--- config.mk ---
export PLATFORM = sky130hd
export DESIGN_NAME = io_bus_arbiter
export DESIGN_NICKNAME = d
export VERILOG_FILES = /design/src/rtl/io_bus_arbiter.sv
export SDC_FILE = /design/constraint.sdc
export NUM_CORES = 1
export LEC_CHECK = 0
export ABC_AREA = 1
export ABC_CLOCK_PERIOD_IN_PS = 2150
export CAP_MARGIN = 20
export CORE_MARGIN = 2
export CORE_UTILIZATION = 31
export DETAILED_ROUTE_END_ITERATION = 10
export GPL_ROUTABILITY_DRIVEN = 1
export PLACE_DENSITY = 0.88
export SKIP_CTS_REPAIR_TIMING = 1
export SYNTH_ARGS = -nofsm -noshare
export SYNTH_HDL_FRONTEND = slang
export SYNTH_SLANG_ARGS = --single-unit
export TNS_END_PERCENT = 30
--- constraint.sdc ---
create_clock -name clk -period 2.15 [get_ports clk]
set_input_delay 0.3225 -clock clk [delete_from_list [all_inputs] [get_ports clk]]
set_output_delay 0.3225 -clock clk [all_outputs]
set_load 0.02 [all_outputs]
--- src/rtl/io_bus_arbiter.sv ---
// Two-master IO bus arbiter: grant -> transfer (io_ready or TIMEOUT) -> one-cycle ack -> idle; ack two cycles after request at best.
// Define IO_ARB_RR_EN for round-robin arbitration; otherwise master 0 has fixed priority.
module io_bus_arbiter #(
  parameter int TIMEOUT = 16
) (
  input  logic        clk,
  input  logic        rst,
  input  logic        m0_req,
  input  logic [3:0]  m0_mode,
  input  logic [31:0] m0_addr,
  input  logic [31:0] m0_wdata,
  output logic [31:0] m0_rdata,
  output logic        m0_ack,
  input  logic        m1_req,
  input  logic [3:0]  m1_mode,
  input  logic [31:0] m1_addr,
  input  logic [31:0] m1_wdata,
  output logic [31:0] m1_rdata,
  output logic        m1_ack,
  output logic        m_err,
  output logic [3:0]  io_mode,
  output logic [31:0] io_addr,
  output logic [31:0] io_wdata,
  input  logic [31:0] io_rdata,
  input  logic        io_ready
);

  typedef enum logic [1:0] {IDLE, GRANT0, GRANT1, DONE} state_t;

  localparam logic [7:0] LP_LAST = 8'(TIMEOUT - 1);

  state_t      r_state, w_next;
  logic [7:0]  r_cnt;
  logic [31:0] r_m0_rdata, r_m1_rdata;
  logic        r_m0_ack, r_m1_ack, r_err;
  logic        w_v0, w_v1, w_pick1, w_grant, w_done;

  // A request carrying mode 0 is indistinguishable from no request.
  assign w_v0    = m0_req && (m0_mode != 4'd0);
  assign w_v1    = m1_req && (m1_mode != 4'd0);
  assign w_grant = (r_state == GRANT0) || (r_state == GRANT1);
  assign w_done  = w_grant && (io_ready || (r_cnt == LP_LAST));

`ifdef IO_ARB_RR_EN
  logic r_last;

  // r_last holds the previously granted master; reset value 1 lets master 0 win first.
  assign w_pick1 = w_v1 && (!w_v0 || !r_last);

  always_ff @(posedge clk or posedge rst) begin
    if (rst) begin
      r_last <= 1'b1;
    end else if ((r_state == IDLE) && (w_v0 || w_v1)) begin
      r_last <= w_pick1;
    end
  end
`else
  assign w_pick1 = w_v1 && !w_v0;
`endif

  always_ff @(posedge clk or posedge rst) begin
    if (rst) begin
      r_state <= IDLE;
    end else begin
      r_state <= w_next;
    end
  end

  always_comb begin
    w_next   = r_state;
    io_mode  = 4'd0;
    io_addr  = 32'd0;
    io_wdata = 32'd0;
    case (r_state)
      IDLE: begin
        if (w_v0 || w_v1) begin
          w_next = w_pick1 ? GRANT1 : GRANT0;
        end
      end
      GRANT0: begin
        io_mode  = m0_mode;
        io_addr  = m0_addr;
        io_wdata = m0_wdata;
        if (w_done) begin
          w_next = DONE;
        end
      end
      GRANT1: begin
        io_mode  = m1_mode;
        io_addr  = m1_addr;
        io_wdata = m1_wdata;
        if (w_done) begin
          w_next = DONE;
        end
      end
      DONE:    w_next = IDLE;
      default: w_next = IDLE;
    endcase
  end

  // Wait counter is zero on the first grant cycle and counts cycles spent waiting.
  always_ff @(posedge clk or posedge rst) begin
    if (rst) begin
      r_cnt <= 8'd0;
    end else if (w_grant) begin
      r_cnt <= r_cnt + 8'd1;
    end else begin
      r_cnt <= 8'd0;
    end
  end

  always_ff @(posedge clk or posedge rst) begin
    if (rst) begin
      r_m0_ack   <= 1'b0;
      r_m1_ack   <= 1'b0;
      r_err      <= 1'b0;
      r_m0_rdata <= 32'd0;
      r_m1_rdata <= 32'd0;
    end else begin
      r_m0_ack <= w_done && (r_state == GRANT0);
      r_m1_ack <= w_done && (r_state == GRANT1);
      r_err    <= w_done && !io_ready;
      if (w_done && (r_state == GRANT0)) begin
        r_m0_rdata <= io_ready ? io_rdata : 32'd0;
      end
      if (w_done && (r_state == GRANT1)) begin
        r_m1_rdata <= io_ready ? io_rdata : 32'd0;
      end
    end
  end

  assign m0_ack   = r_m0_ack;
  assign m1_ack   = r_m1_ack;
  assign m_err    = r_err;
  assign m0_rdata = r_m0_rdata;
  assign m1_rdata = r_m1_rdata;

endmodule

==> results of run 1 <==
-- cell families (layout without fill, tap and decap cells) --
family,count (synthesis),count (layout),share of synthesized area
AND/OR/NAND/NOR,277,277,0.258
AO/OA/AOI/OAI,140,140,0.200
flip-flops,77,77,0.458
buffers and inverters,54,365,0.0729
adder cells (fa/ha/maj),4,4,0.0119
other,0,6,0
-- metrics by stage --
stage / setup WS [ps] / utilization
after CTS: -393 / 0.595
after global routing: -57.2 / 0.594
after detailed placement: -24.3 / 0.570
after floorplan: 335 / -
after global placement: -4.73 / 0.570
final: 22.6 / 0.594
-- worst max-delay path: cells and delay by family, from the launching register on --
family                     cells  cell delay, ps
adders and majority gates      1             280
buffers and inverters          4             620
AOI/OAI and AO/OA              1             150
DFF                            1             430
-- registers in the layout, summed over array words and instances, names as in the netlist --
register and count:
m0_ack 1, m_err 1, m1_rdata 32, r_state 2, m1_ack 1, r_cnt 8
m0_rdata 32
-- final cells by class --
| cell class | instances | area [sq um] |
|---|---|---|
| clock inverter | 7 | 96.3 |
| tap | 176 | 220 |
| inverter | 12 | 48.8 |
| clock buffer | 9 | 225 |
| timing repair buffer | 337 | 3320 |
| fill | 1113 | 5380 |
| sequential | 77 | 1930 |
| multi-input combinational | 421 | 2010 |
| antenna | 6 | 15.0 |
-- metal layers --
metal  up-vias  track usage  part of all wire
met4         0        0.112             0.033
met3        33       0.0769             0.092
met5         -            0                 0
met1      2294        0.247              0.38
met2       261        0.385              0.49
li1       2404            -                 -
-- synth_stat cells, drive strengths merged --
master | count | share of area
a21oi | 72 | 0.086
buf | 21 | 0.043
dfrtp | 77 | 0.46
nand3 | 12 | 0.018
and3 | 1 | 0.0015
nor3 | 3 | 0.0036
inv | 12 | 0.011
nand2 | 248 | 0.22
nor2 | 13 | 0.012
o21ai | 68 | 0.11
ha | 4 | 0.012
clkbuf | 21 | 0.019
-- worst max-delay path by stage --
stage | start | endpoint | slack [ps]
after global routing | r_state[1]$_DFFE_PP0P_ | io_wdata[12] | -60
final | r_state[0]$_DFFE_PP0P_ | io_wdata[10] | 20
after global placement | r_state[1]$_DFFE_PP0P_ | io_wdata[1] | -5
after detailed placement | r_state[0]$_DFFE_PP0P_ | io_wdata[11] | -20
after CTS | r_state[0]$_DFFE_PP0P_ | io_wdata[11] | -390
after floorplan | r_state[1]$_DFFE_PP0P_ | io_wdata[10] | 330
-- report_power, final --
part           switching [mW]  internal (mW)
Sequential              0.305           1.96
Combinational            4.05           2.98
Clock                   0.607           1.02
Total                    4.96           5.96
-- cell usage in the layout, fill, tap and decap left out, types with 3 or more instances in the layout --
cell type,n
nand2_1,246
clkdlybuf4s50_1,239
dfrtp_1,77
a21oi_1,71
o21ai_2,37
clkbuf_2,33
o21ai_1,27
dlymetal6s2s_1,24
buf_4,21
nor2_1,12
clkbuf_16,12
inv_1,9
nand3_1,9
buf_12,9
buf_2,7
diode_2,6
o21ai_0,4
nand3_2,3
nor3_1,3
ha_4,3
==> flow_metrics.tcl, run 1 <==
set metrics [dict create \
    outcome "finished, final reports clean" \
    grt.total_usage 0.225 \
    cts.path.max_buffers 2 \
    dp.cells 1019 \
    hold_viol 0 \
    antenna_found_initial 6 \
    p_total_mw 10.9 \
    ys_types 20 \
    max_stage_delay_ps 430 \
    grt_max_degree 53 \
    design_area_sq_um 7870 \
    final_nets 1035 \
    finalClockSkew_ps 7.73 \
    setup_tns_ps 0 \
    synth_nets 729 \
    p_per_area_nw_per_um2 1390 \
    worstReg2RegEnd "m0_rdata[2]$_DFFE_PP0P_" \
    post_drt_wl_per_cell_um 17.0 \
    numPortBuffers 307 \
    relSlewSlack 0.666 \
    path_clk_slew_ps 70 \
    worst_pin_slew_ps 500 \
    fmax_ghz 0.470 \
    rows 42 \
    first_pass_iters 5 \
    num_vias 4992 \
    syn_avg_cell_area_sq_um 7.62 \
    netlist_instances 552 \
    first_iter_violations 341 \
    grt_pass1_wl_um 25400 \
    synth_seq_cells 77 \
    drive_above_1_share 0.162 \
    dp_hpwl_um 13400 \
    syn2layout_area_growth_pct 87.0 \
    min_period_ps 2130 \
    critPathKind "reg2out" \
    reg2regPathDepth 7 \
    fp.coreArea_sq_um 13200 \
    hold_slack_ps 383 \
    cts_sinks 77 \
    power_leakage_nw 3.75 \
    crit_fanout 26 \
    start_util 0.318 \
    worstPathRequired_ps 1830 \
    cts_made_buffers 9 \
    hold_class "in2async" \
    cts_tree "yes" \
    first_global_vias 4880 \
    synth_area_sq_um 4210 \
    maxCapViolations 0 \
    clock_latency_ps 330 \
    die_x_um 120 \
    finalWeightedCongestion 0.931 \
    htree_levels 3 \
    end_kind "primary output" \
    io_pins 308 \
    critPathArrivalTime_ps 1800 \
    grt.overflow.total 0 \
    crit_chain "inv_2 > ha_4 > inv_2 > clkbuf_16 > a21oi_1 > dlymetal6s2s_1" \
    period_share 0.989 \
    routed_wirelength_um 17700 \
    drc 0 \
    cp_slowest_cell "dfrtp_1" \
    yosysWarnings 0 \
    final_cells 1045 \
    r2r_setup_slack_ps 250 \
    cpMostUsedCell "inv_2" \
    ant_nets 0 \
    setup_viol 0 \
    regToRegStartpoint "r_state[0]$_DFFE_PP0P_" \
    cts-root-buf "clkbuf_16" \
    seq_area_frac_synth 0.458 \
    irDropWorstVdd_v 0.000874 \
    die_h_um 120 \
    slew_violations 0 \
    placed_cell_area_sq_um 7550 \
    dieArea_sq_um 14500 \
    rsz0062_at_grt "yes" \
    critPathLaunchType "flop" \
    routed_via_density 4.78 \
]
Power figures use the tool's default switching activity.
==> inputs of run 2 (changes only) <==
- GPL_TIMING_DRIVEN: default -> 1
- SKIP_CTS_REPAIR_TIMING: 1 -> default
==> run 2 against run 1 <==
Net effect: sequential share of layout area increased by 0.066 points; critical endpoint is now io_addr[28]; maximum frequency grew 1.4%; critical path type unchanged; total power increased by 0.90%; global-route usage increased by 1.0 points; setup slack improved by 29 ps; flip-flop and latch count unchanged; cell count up 0.19%; clock-buffer cell count unchanged; routed wire length fell by 0.34%; sequential power about the same; cell area fell by 0.27%.
==> flow_metrics.tcl, run 2 (synthesis gave the netlist of run 1 again) <==
set metrics [dict create \
    die_h_um 120 \
    path_delay_family "buffers and inverters" \
    end_kind "primary output" \
    worstPathRequired_ps 1830 \
    crit_fanout 26 \
    regToRegStartpoint "r_cnt[0]$_DFF_PP0_" \
    fmax_ghz 0.477 \
    power_leakage_nw 3.41 \
    antenna_found_initial 6 \
    crit_cells 6 \
    final_cell_mix "246 x nand2_1, 239 x clkdlybuf4s50_1, 77 x dfrtp_1, 70 x a21oi_1, 37 x o21ai_2" \
    hold_viol 0 \
    outcome "finished, final reports clean" \
    syn2layout_area_growth_pct 86.5 \
    setup_tns_ps 0 \
    met1Wirelength_um 6680 \
    grt_pass1_wl_um 26400 \
    cp_slowest_cell "dfrtp_1" \
    worst-path-buf-inv 4 \
    critPathArrivalTime_ps 1780 \
    finalWeightedCongestion 0.931 \
    rows 42 \
    dp_hpwl_um 13400 \
    routed_wirelength_um 17700 \
    path_clk_slew_ps 70 \
    finalClockSkew_ps 8.11 \
    first_pass_iters 5 \
    min_period_ps 2100 \
    design_area_sq_um 7850 \
    wl_met2_um 8680 \
    dp_slack_ps -24.3 \
    io_pins 308 \
    period_share 0.976 \
    setup_slack_ps 52.0 \
    grt.total_usage 0.235 \
    max_stage_delay_ps 390 \
    maxCapViolations 0 \
    cts_tree "yes" \
    critPathKind "reg2out" \
    grt_max_degree 36 \
    final_common_cell "nand2_1" \
    clock_latency_ps 330 \
    dp.cells 1019 \
    die_x_um 120 \
    final_nets 1037 \
    htree_levels 3 \
    cts_made_buffers 9 \
    placed_cell_area_sq_um 7550 \
    cts-root-buf "clkbuf_16" \
    cts.path.max_buffers 2 \
    first_global_vias 4970 \
    final_cells 1047 \
    rsz0062_at_grt "yes" \
    routed_via_density 4.81 \
    highest-signal-layer "met4" \
    drive_above_1_share 0.183 \
    slew_violations 0 \
    n_fill_cell 1137 \
    first_iter_violations 297 \
    worstReg2RegEnd "m0_rdata[2]$_DFFE_PP0P_" \
    irDropWorstVdd_v 0.000873 \
    numPortBuffers 307 \
    num_vias 5037 \
    dieArea_sq_um 14500 \
    fin_util 0.592 \
    met3WireLength_um 1620 \
    fp.coreArea_sq_um 13200 \
    p_per_area_nw_per_um2 1410 \
    start_util 0.318 \
    hold_class "in2async" \
    reg2regPathDepth 9 \
    grt.overflow.total 0 \
    relSlewSlack 0.669 \
    post_drt_wl_per_cell_um 16.9 \
    ant_nets 0 \
    setup_viol 0 \
    cts_sinks 77 \
    worst_pin_slew_ps 495 \
    drc 0 \
    critPathLaunchType "flop" \
    r2r_setup_slack_ps 260 \
    crit_chain "inv_2 > ha_4 > inv_4 > buf_12 > a21oi_1 > clkdlybuf4s15_1" \
]
==> run 2: worst max path at each step <==
stage,start,end
after detailed placement,r_state[0]$_DFFE_PP0P_,io_wdata[11]
final,r_state[1]$_DFFE_PP0P_,io_addr[28]
after CTS,r_state[1]$_DFFE_PP0P_,io_addr[5]
after global routing,r_state[1]$_DFFE_PP0P_,io_mode[1]
after global placement,r_state[1]$_DFFE_PP0P_,io_wdata[1]
after floorplan,r_state[1]$_DFFE_PP0P_,io_wdata[10]
==> run 2: repair_timing <==
item	in CTS	in global routing
gates cloned	3	0
gates resized for setup	188	49
buffers inserted	2	1
pin swaps	0	1
hold buffers	0	0
setup endpoints to repair	67	55
==> run 2: worst reg2reg max path, cell delays in order, from the launching register on <==
cell     delay [ps]
dfrtp_1         380
ha_1            220
nand2_2          80
nor2_2          100
nand3_2          80
nand2_2         110
nand3_2         310
buf_12          310
nand2_1         100
o21ai_1          80
==> run 2: area by class of cell <==
| type | instances | area (sq um) | area share |
|---|---|---|---|
| antenna | 6 | 15.0 | 0.00191 |
| clock buffer | 9 | 225 | 0.0287 |
| clock inverter | 7 | 96.3 | 0.0123 |
| inverter | 12 | 51.3 | 0.00654 |
| multi-input combinational | 421 | 2020 | 0.257 |
| sequential | 77 | 1930 | 0.246 |
| tap | 176 | 220 | 0.0281 |
| timing repair buffer | 339 | 3290 | 0.420 |
==> run 2: power by group <==
group	internal (mW)	leakage, nW	switching, mW
combinational	3.05	2.23	4.10
sequential	1.96	1.01	0.300
clock	1.02	0.160	0.602
total	6.03	3.41	5.00
==> run 2: per-stage QoR <==
step / hold WS [ps] / total power, mW
after floorplan: 433 / 5.94
after global placement: 456 / 9.14
after detailed placement: 468 / 9.27
after CTS: 384 / 11.1
after global routing: 419 / 11.7
final: 382 / 11.0
==> run 2: routing by layer <==
metal / vias to the layer above / track usage
met5: - / 0
met4: 0 / 0.126
met3: 37 / 0.0811
met2: 244 / 0.397
met1: 2350 / 0.258
li1: 2406 / -
